## config.mk

```make
export PLATFORM = sky130hd
export DESIGN_NAME = bf_control
export DESIGN_NICKNAME = d
export VERILOG_FILES = /design/src/rtl/bf_control.sv
export SDC_FILE = /design/constraint.sdc
export NUM_CORES = 1
export LEC_CHECK = 0
export BUFFER_PORTS_ARGS = -buffer_cell sky130_fd_sc_hd__buf_2
export CELL_PAD_IN_SITES_DETAIL_PLACEMENT = 1
export CELL_PAD_IN_SITES_GLOBAL_PLACEMENT = 2
export CORE_MARGIN = 2
export CORE_UTILIZATION = 29
export DETAILED_ROUTE_END_ITERATION = 6
export GPL_TIMING_DRIVEN = 0
export HOLD_SLACK_MARGIN = 0.15
export PLACE_DENSITY = 0.74
export SYNTH_ARGS = -nofsm -noshare
export SYNTH_HDL_FRONTEND = slang
export SYNTH_SLANG_ARGS = --single-unit
```

## constraint.sdc

```tcl
create_clock -name clk -period 3.3 [get_ports clk]
set_clock_uncertainty 0.15 [all_clocks]
set_input_delay 0.495 -clock clk [delete_from_list [all_inputs] [get_ports clk]]
set_output_delay 0.495 -clock clk [all_outputs]
set_load 0.01 [all_outputs]
```

## src/rtl/bf_control.sv

```systemverilog
// Sequencer for a byte-coded bracket language: fetches from program memory, drives a data
// memory port, runs byte-in/byte-out handshakes and skips over loops with a nesting counter.
module bf_control #(
    parameter int DEPTH_W = 8
) (
    input  logic       clk,
    input  logic       reset,
    input  logic       start,
    output logic [7:0] pc,
    input  logic [7:0] instr,
    output logic [7:0] dp,
    input  logic [7:0] drdata,
    output logic [7:0] dwdata,
    output logic       dwe,
    input  logic [7:0] in_data,
    input  logic       in_valid,
    output logic       in_ready,
    output logic [7:0] out_data,
    output logic       out_valid,
    input  logic       out_ready,
    output logic       busy,
    output logic       done,
    output logic       err
);

    localparam logic [7:0] OP_INC   = 8'h2B;
    localparam logic [7:0] OP_DEC   = 8'h2D;
    localparam logic [7:0] OP_RIGHT = 8'h3E;
    localparam logic [7:0] OP_LEFT  = 8'h3C;
    localparam logic [7:0] OP_IN    = 8'h2C;
    localparam logic [7:0] OP_OUT   = 8'h2E;
    localparam logic [7:0] OP_OPEN  = 8'h5B;
    localparam logic [7:0] OP_CLOSE = 8'h5D;
    localparam logic [7:0] OP_END   = 8'h00;

    localparam logic [DEPTH_W-1:0] D_ONE = DEPTH_W'(1);
    localparam logic [DEPTH_W-1:0] D_MAX = {DEPTH_W{1'b1}};

    typedef enum logic [2:0] {IDLE, RUN, SCAN_FWD, SCAN_BWD, HALT} state_t;

    state_t             state;
    logic [DEPTH_W-1:0] depth;

    // Memory-side strobes follow the byte being decoded this cycle; only RUN may touch memory or I/O.
    always_comb begin
        dwe       = 1'b0;
        in_ready  = 1'b0;
        out_valid = 1'b0;
        dwdata    = drdata;
        out_data  = drdata;
        if (state == RUN) begin
            case (instr)
                OP_INC: begin
                    dwe    = 1'b1;
                    dwdata = drdata + 8'd1;
                end
                OP_DEC: begin
                    dwe    = 1'b1;
                    dwdata = drdata - 8'd1;
                end
                OP_IN: begin
                    in_ready = 1'b1;
                    dwe      = in_valid;
                    dwdata   = in_data;
                end
                OP_OUT:  out_valid = 1'b1;
                default: ;
            endcase
        end
    end

    assign busy = (state == RUN) || (state == SCAN_FWD) || (state == SCAN_BWD);
    assign done = (state == HALT);

    always_ff @(posedge clk or posedge reset) begin
        if (reset) begin
            state <= IDLE;
            pc    <= 8'd0;
            dp    <= 8'd0;
            depth <= '0;
            err   <= 1'b0;
        end else begin
            case (state)
                IDLE, HALT: begin
                    if (start) begin
                        state <= RUN;
                        pc    <= 8'd0;
                        dp    <= 8'd0;
                        depth <= '0;
                        err   <= 1'b0;
                    end
                end
                RUN: begin
                    case (instr)
                        OP_END: state <= HALT;
                        OP_RIGHT: begin
                            dp <= dp + 8'd1;
                            pc <= pc + 8'd1;
                        end
                        OP_LEFT: begin
                            dp <= dp - 8'd1;
                            pc <= pc + 8'd1;
                        end
                        OP_IN:  if (in_valid)  pc <= pc + 8'd1;
                        OP_OUT: if (out_ready) pc <= pc + 8'd1;
                        OP_OPEN: begin
                            pc <= pc + 8'd1;
                            if (drdata == 8'd0) begin
                                depth <= D_ONE;
                                state <= SCAN_FWD;
                            end
                        end
                        OP_CLOSE: begin
                            if (drdata == 8'd0) begin
                                pc <= pc + 8'd1;
                            end else begin
                                depth <= D_ONE;
                                pc    <= pc - 8'd1;
                                state <= SCAN_BWD;
                            end
                        end
                        default: pc <= pc + 8'd1;
                    endcase
                end
                SCAN_FWD: begin
                    case (instr)
                        OP_END: begin
                            err   <= 1'b1;
                            state <= HALT;
                        end
                        OP_OPEN: begin
                            if (depth == D_MAX) begin
                                err   <= 1'b1;
                                state <= HALT;
                            end else begin
                                depth <= depth + D_ONE;
                                pc    <= pc + 8'd1;
                            end
                        end
                        OP_CLOSE: begin
                            pc <= pc + 8'd1;
                            if (depth == D_ONE) state <= RUN;
                            else                depth <= depth - D_ONE;
                        end
                        default: pc <= pc + 8'd1;
                    endcase
                end
                SCAN_BWD: begin
                    // Walking backwards; the matching '[' resumes execution just after itself.
                    case (instr)
                        OP_END: begin
                            err   <= 1'b1;
                            state <= HALT;
                        end
                        OP_CLOSE: begin
                            if (depth == D_MAX) begin
                                err   <= 1'b1;
                                state <= HALT;
                            end else begin
                                depth <= depth + D_ONE;
                                pc    <= pc - 8'd1;
                            end
                        end
                        OP_OPEN: begin
                            if (depth == D_ONE) begin
                                pc    <= pc + 8'd1;
                                state <= RUN;
                            end else begin
                                depth <= depth - D_ONE;
                                pc    <= pc - 8'd1;
                            end
                        end
                        default: pc <= pc - 8'd1;
                    endcase
                end
                default: state <= IDLE;
            endcase
        end
    end

endmodule

```

== Word level (Yosys, flattened, before mapping) ==
Cells that the tools add are included.

* Output and inout bits: 38
* Flip-flop bits (word level): 28
* Input port bits: 29
* Word-level logic and storage cells: 104

* Reduce and logical (&&, ||, !) cells: 15
* Eq/ne operators: 33
* Mux-type cells: 43
* Add/sub/neg operators: 8

{| class="wikitable"
|+ Operators by type and width
! operator !! number
|-
| two-way mux 8 bit || 12
|-
| case mux 8 bit (2 select lines) || 6
|-
| case mux 8 bit (4 select lines) || 3
|-
| equality test 8 x 6 -> 1 bit, second input constant || 6
|-
| case mux 8 bit (3 select lines) || 2
|-
| adder 8 x 1 -> 8 bit, second input constant || 4
|-
| subtractor 8 x 1 -> 8 bit, second input constant || 4
|-
| case mux 3 bit (3 select lines) || 3
|-
| inequality test 3 x 1 -> 1 bit, second input constant || 6
|-
| inequality test 3 bit, second input constant || 6
|-
| equality test 8 x 7 -> 1 bit, second input constant || 2
|-
| logical NOT 8 bit || 2
|-
| two-way mux 3 bit || 5
|-
| inequality test 4 x 1 -> 1 bit, second input constant || 3
|-
| case mux 3 bit (4 select lines) || 1
|-
| AND reduction 9 bit || 1
|-
| equality test 8 x 1 -> 1 bit, second input constant || 1
|-
| equality test 8 bit, second input constant || 1
|-
| inequality test 2 bit, second input constant || 4
|-
| two-way mux 1 bit || 7
|-
| AND reduction 7 bit || 1
|-
| equality test 3 x 2 -> 1 bit, second input constant || 2
|-
| case mux 1 bit (2 select lines) || 3
|-
| AND reduction 6 bit || 1
|-
| 11 further kinds || 13
|}

== Logic depth before layout (Yosys ltp) ==
* Word-level depth: 4
* Mapped depth: 13
* Gate-level depth less buffers: 12

== Least setup slack after synthesis ==
No wires, ideal clock.

* Kind: input to output
* From: input instr[1]
* To: output dwdata[7]
* Slack: -117 ps
* Stages: 11
* Required time: 2655 ps
* Arrival time: 2772 ps
* Buffers on the path: 1
* Cell sequence: buf_2 inv_1 and4_1 nand2_1 inv_2 ha_1 nor4b_1 a311oi_1 mux2i_1 mux2_2 o21ai_0

* Word-level cells in the longest chain between the ends: 3
* Elaborated cells on any way between the ends: 5
* Those cells by class: eq/ne: 3; mux: 2

{| class="wikitable"
|+ Ends and longest elaborated chain
! item !! RTL line !! source
|-
| start: declaration || 10 || <nowiki>input logic [7:0] instr,</nowiki>
|-
| equality test 8 x 6 -> 1 bit || 52 || <nowiki>case (instr)</nowiki>
|-
| case mux 8 bit (3 select lines) * || 52 ||
|-
| two-way mux 8 bit * || 51 || <nowiki>if (state == RUN) begin</nowiki>
|-
| end: declaration || 13 || <nowiki>output logic [7:0] dwdata,</nowiki>
|}

Mark *: on every way between the ends. The rest lies on a longest branch, timed or not.

== Worst setup path in the final report ==
* From: input instr[4]
* To: output dwdata[7]

Same word-level chain as after synthesis.

==> impl_metrics.ini <==
[worst_setup_path]
cpPeakStageDelay_ns = 0.34
crit_arrival_ns = 2.70
cp_num_cells = 11
criticalPathCategory = in2out
startpoint = instr[4]
cp-start-kind = primary input
timing.rr.start = depth[0]
cp_num_buf_inv = 3
r2r_setup_slack_ns = 0.70
rr_endpoint = pc[4]
crit_family = simple AND/OR/NAND/NOR gates
r2r_cells = 9
crit_chain = buf_8, nor4b_4, nand2_2, inv_4, ha_4, nor4b_4, a311oi_2, mux2i_1, mux2_4, o21ai_2, buf_2
critPathMaxFanout = 6
endpoint_kind = output port
critical_path_required_ns = 2.65
crit_top_cell = nor4b_4
cpMaxStageDelayCell = nor4b_4

[synth]
async_reset_ff_frac = 1.000
synth_flop_cell = dfrtp_1
synth_most_common_cell = nand2_1
yosys_warnings = 0
synthTopCellsByArea = dfrtp_1, ha_1, a21oi_1, o21ai_0, nand2_1
synth_seq_area_share = 0.2220
synth_top_cell_area_share = 0.2220
ys_seq_elements = 28
netlist_top_cells_count = nand2_1, a21oi_1, nor2_1, o21ai_0, dfrtp_1
synth_cell_types = 71
syn_area_per_cell_um2 = 7.814
synthCells = 404
syn_area_um2 = 3157
synth_edf_count = 0
synth_top_cell_by_area = dfrtp_1
synthesis.nets = 449

[detailed_routing]
drtAntennaViolNets = 0
firstDrtPassIters = 4
drc_errors = 0
vias = 3383
viasPerCell = 5.456
drtIter0Drc = 119
wl_per_cell_um = 16.74
postRouteWirelength_mm = 10.38

[sta]
hold_ws_ns = 0.3459
fin_crit_sh = 1.013
finalSetupViolCount = 1
tightest_slew_ns = 1.184
hold_violations = 0
slew_violations = 0
max_clock_freq_ghz = 0.2992
rsz0062_at_grt = yes
slew_headroom = 0.2099
setup_slack_ns = -0.04204
post-route-min-period_ns = 3.342

[floorplan]
num_rows = 38
core_area_um2 = 10750
start_util = 0.2938
ios = 67
die_h_um = 108.3
dieArea_um2 = 11740
chipWidth_um = 108.3

[min_path]
hold_depth = 1
hold_path.class = reg2reg
hp-start = pc[7]
hold-path-endpoint = pc[7]

[cells_and_area]
final-instance-count-excl-fill = 620
antenna_cells = 0
drive_gt1_frac = 0.2646
area_growth_syn_to_layout_pct = 24.22
nNetsFinal = 527

[placed_design]
io_buffers = 63
dp_hpwl_mm = 7.922
dpl.cell_count = 607
gp_congestion = 0.7826

[cts]
clock_latency_ns = 0.28
cts_tree = done
htree_levels = 1
cts_buffers = 3
cts_sinks = 28
cts_max_path_buffers = 2
clk_pin_slew_worst_paths_ns = 0.10
root_buffer = clkbuf_8

[global_route]
grt_pass1_wl_mm = 17.51
antenna_found_initial = 0
globalRouteTotalUtil = 0.1829
grt_max_degree = 29
grt-ovfl-total = 0
grt_pass1_vias = 3465

[run]
cap_violations = 0

[pwr]
total_power_uw = 1319
powerDensity_nw_per_um2 = 336.5
p_leak_uw = 0.001729
ir_worst_vdd_mv = 0.2093

[status]
status = complete, but fails checks
failed_checks = setup timing
==> report_power, final <==
group          leakage (uW)  switching [uW]  internal (uW)  total, uW
clock network     0.0000216             111           82.2        193
logic               0.00132             433            280        713
registers          0.000386            41.0            372        413
==> routing by layer <==
layer	up-vias	global-route usage	wire, um
met5	-	0	0
met4	0	0.03480	133
met3	8	0.01567	243
met2	56	0.3239	5079
met1	1657	0.2439	4920
li1	1662	-	-
==> per-stage QoR <==
stage                     TNS [ns]    util  instance area (um2)  setup WS [ns]
after CTS                  -0.1362  0.3527                 3790        -0.1362
after detailed placement    -2.177  0.3409                 3664        -0.6186
final                     -0.04204  0.3649                 3921       -0.04204
after global routing       -0.2112  0.3649                 3921        -0.1225
after global placement      -2.021  0.3409                 3664        -0.6456
after floorplan                  0       -                 3173        0.07565
==> cells in the final DEF, fill, tap and decap left out, types with 9 or more instances in the layout <==
master    count
nand2_1      32
a21oi_1      29
ha_1         13
nor3_1       12
clkbuf_1      9
o21ai_0      26
buf_4        18
nor2_1       29
dfrtp_1      28
nand3_1      19
inv_1        22
buf_2        64
==> repair_timing <==
| action | 4_1_cts | 5_1_grt |
|---|---|---|
| gates cloned | 0 | 0 |
| resized for setup | 14 | 21 |
| pin swaps | 5 | 11 |
| buffers inserted | 5 | 6 |
| endpoints found under the setup margin | 9 | 7 |
| hold buffers | 0 | 0 |
==> how the worst max path moves through the flow <==
stage / to / slack [ns]
floorplan: dwdata[7] / 0.08
global placement: dwdata[7] / -0.65
detailed placement: dwdata[7] / -0.62
CTS: dwdata[7] / -0.14
global route: dwdata[7] / -0.12
finish: dwdata[7] / -0.04
==> kinds of logic after synthesis <==
kind of cell / share of synthesized area
and+or+nand+nor: 0.2874
AOI/OAI and AO/OA: 0.2945
buffers and inverters: 0.07689
DFF: 0.2220
adders and majority gates: 0.06579
xor gates and xnor gates: 0.03052
muxes: 0.02299
==> state kept, by name, summed over array words and instances, names as in the netlist <==
register and count:
pc 8, depth 8, state 3, err 1
dp 8
==> cell type report <==
type / count / area, um2
Fill cell: 1365 / 6824
Multi-Input combinational cell: 326 / 2326
Sequential cell: 28 / 700.7
Timing Repair Buffer: 74 / 436.7
Tap cell: 140 / 175.2
Buffer: 25 / 148.9
Inverter: 24 / 92.59
Clock buffer: 3 / 41.29
Note: power is estimated with default switching activity, not from simulation.
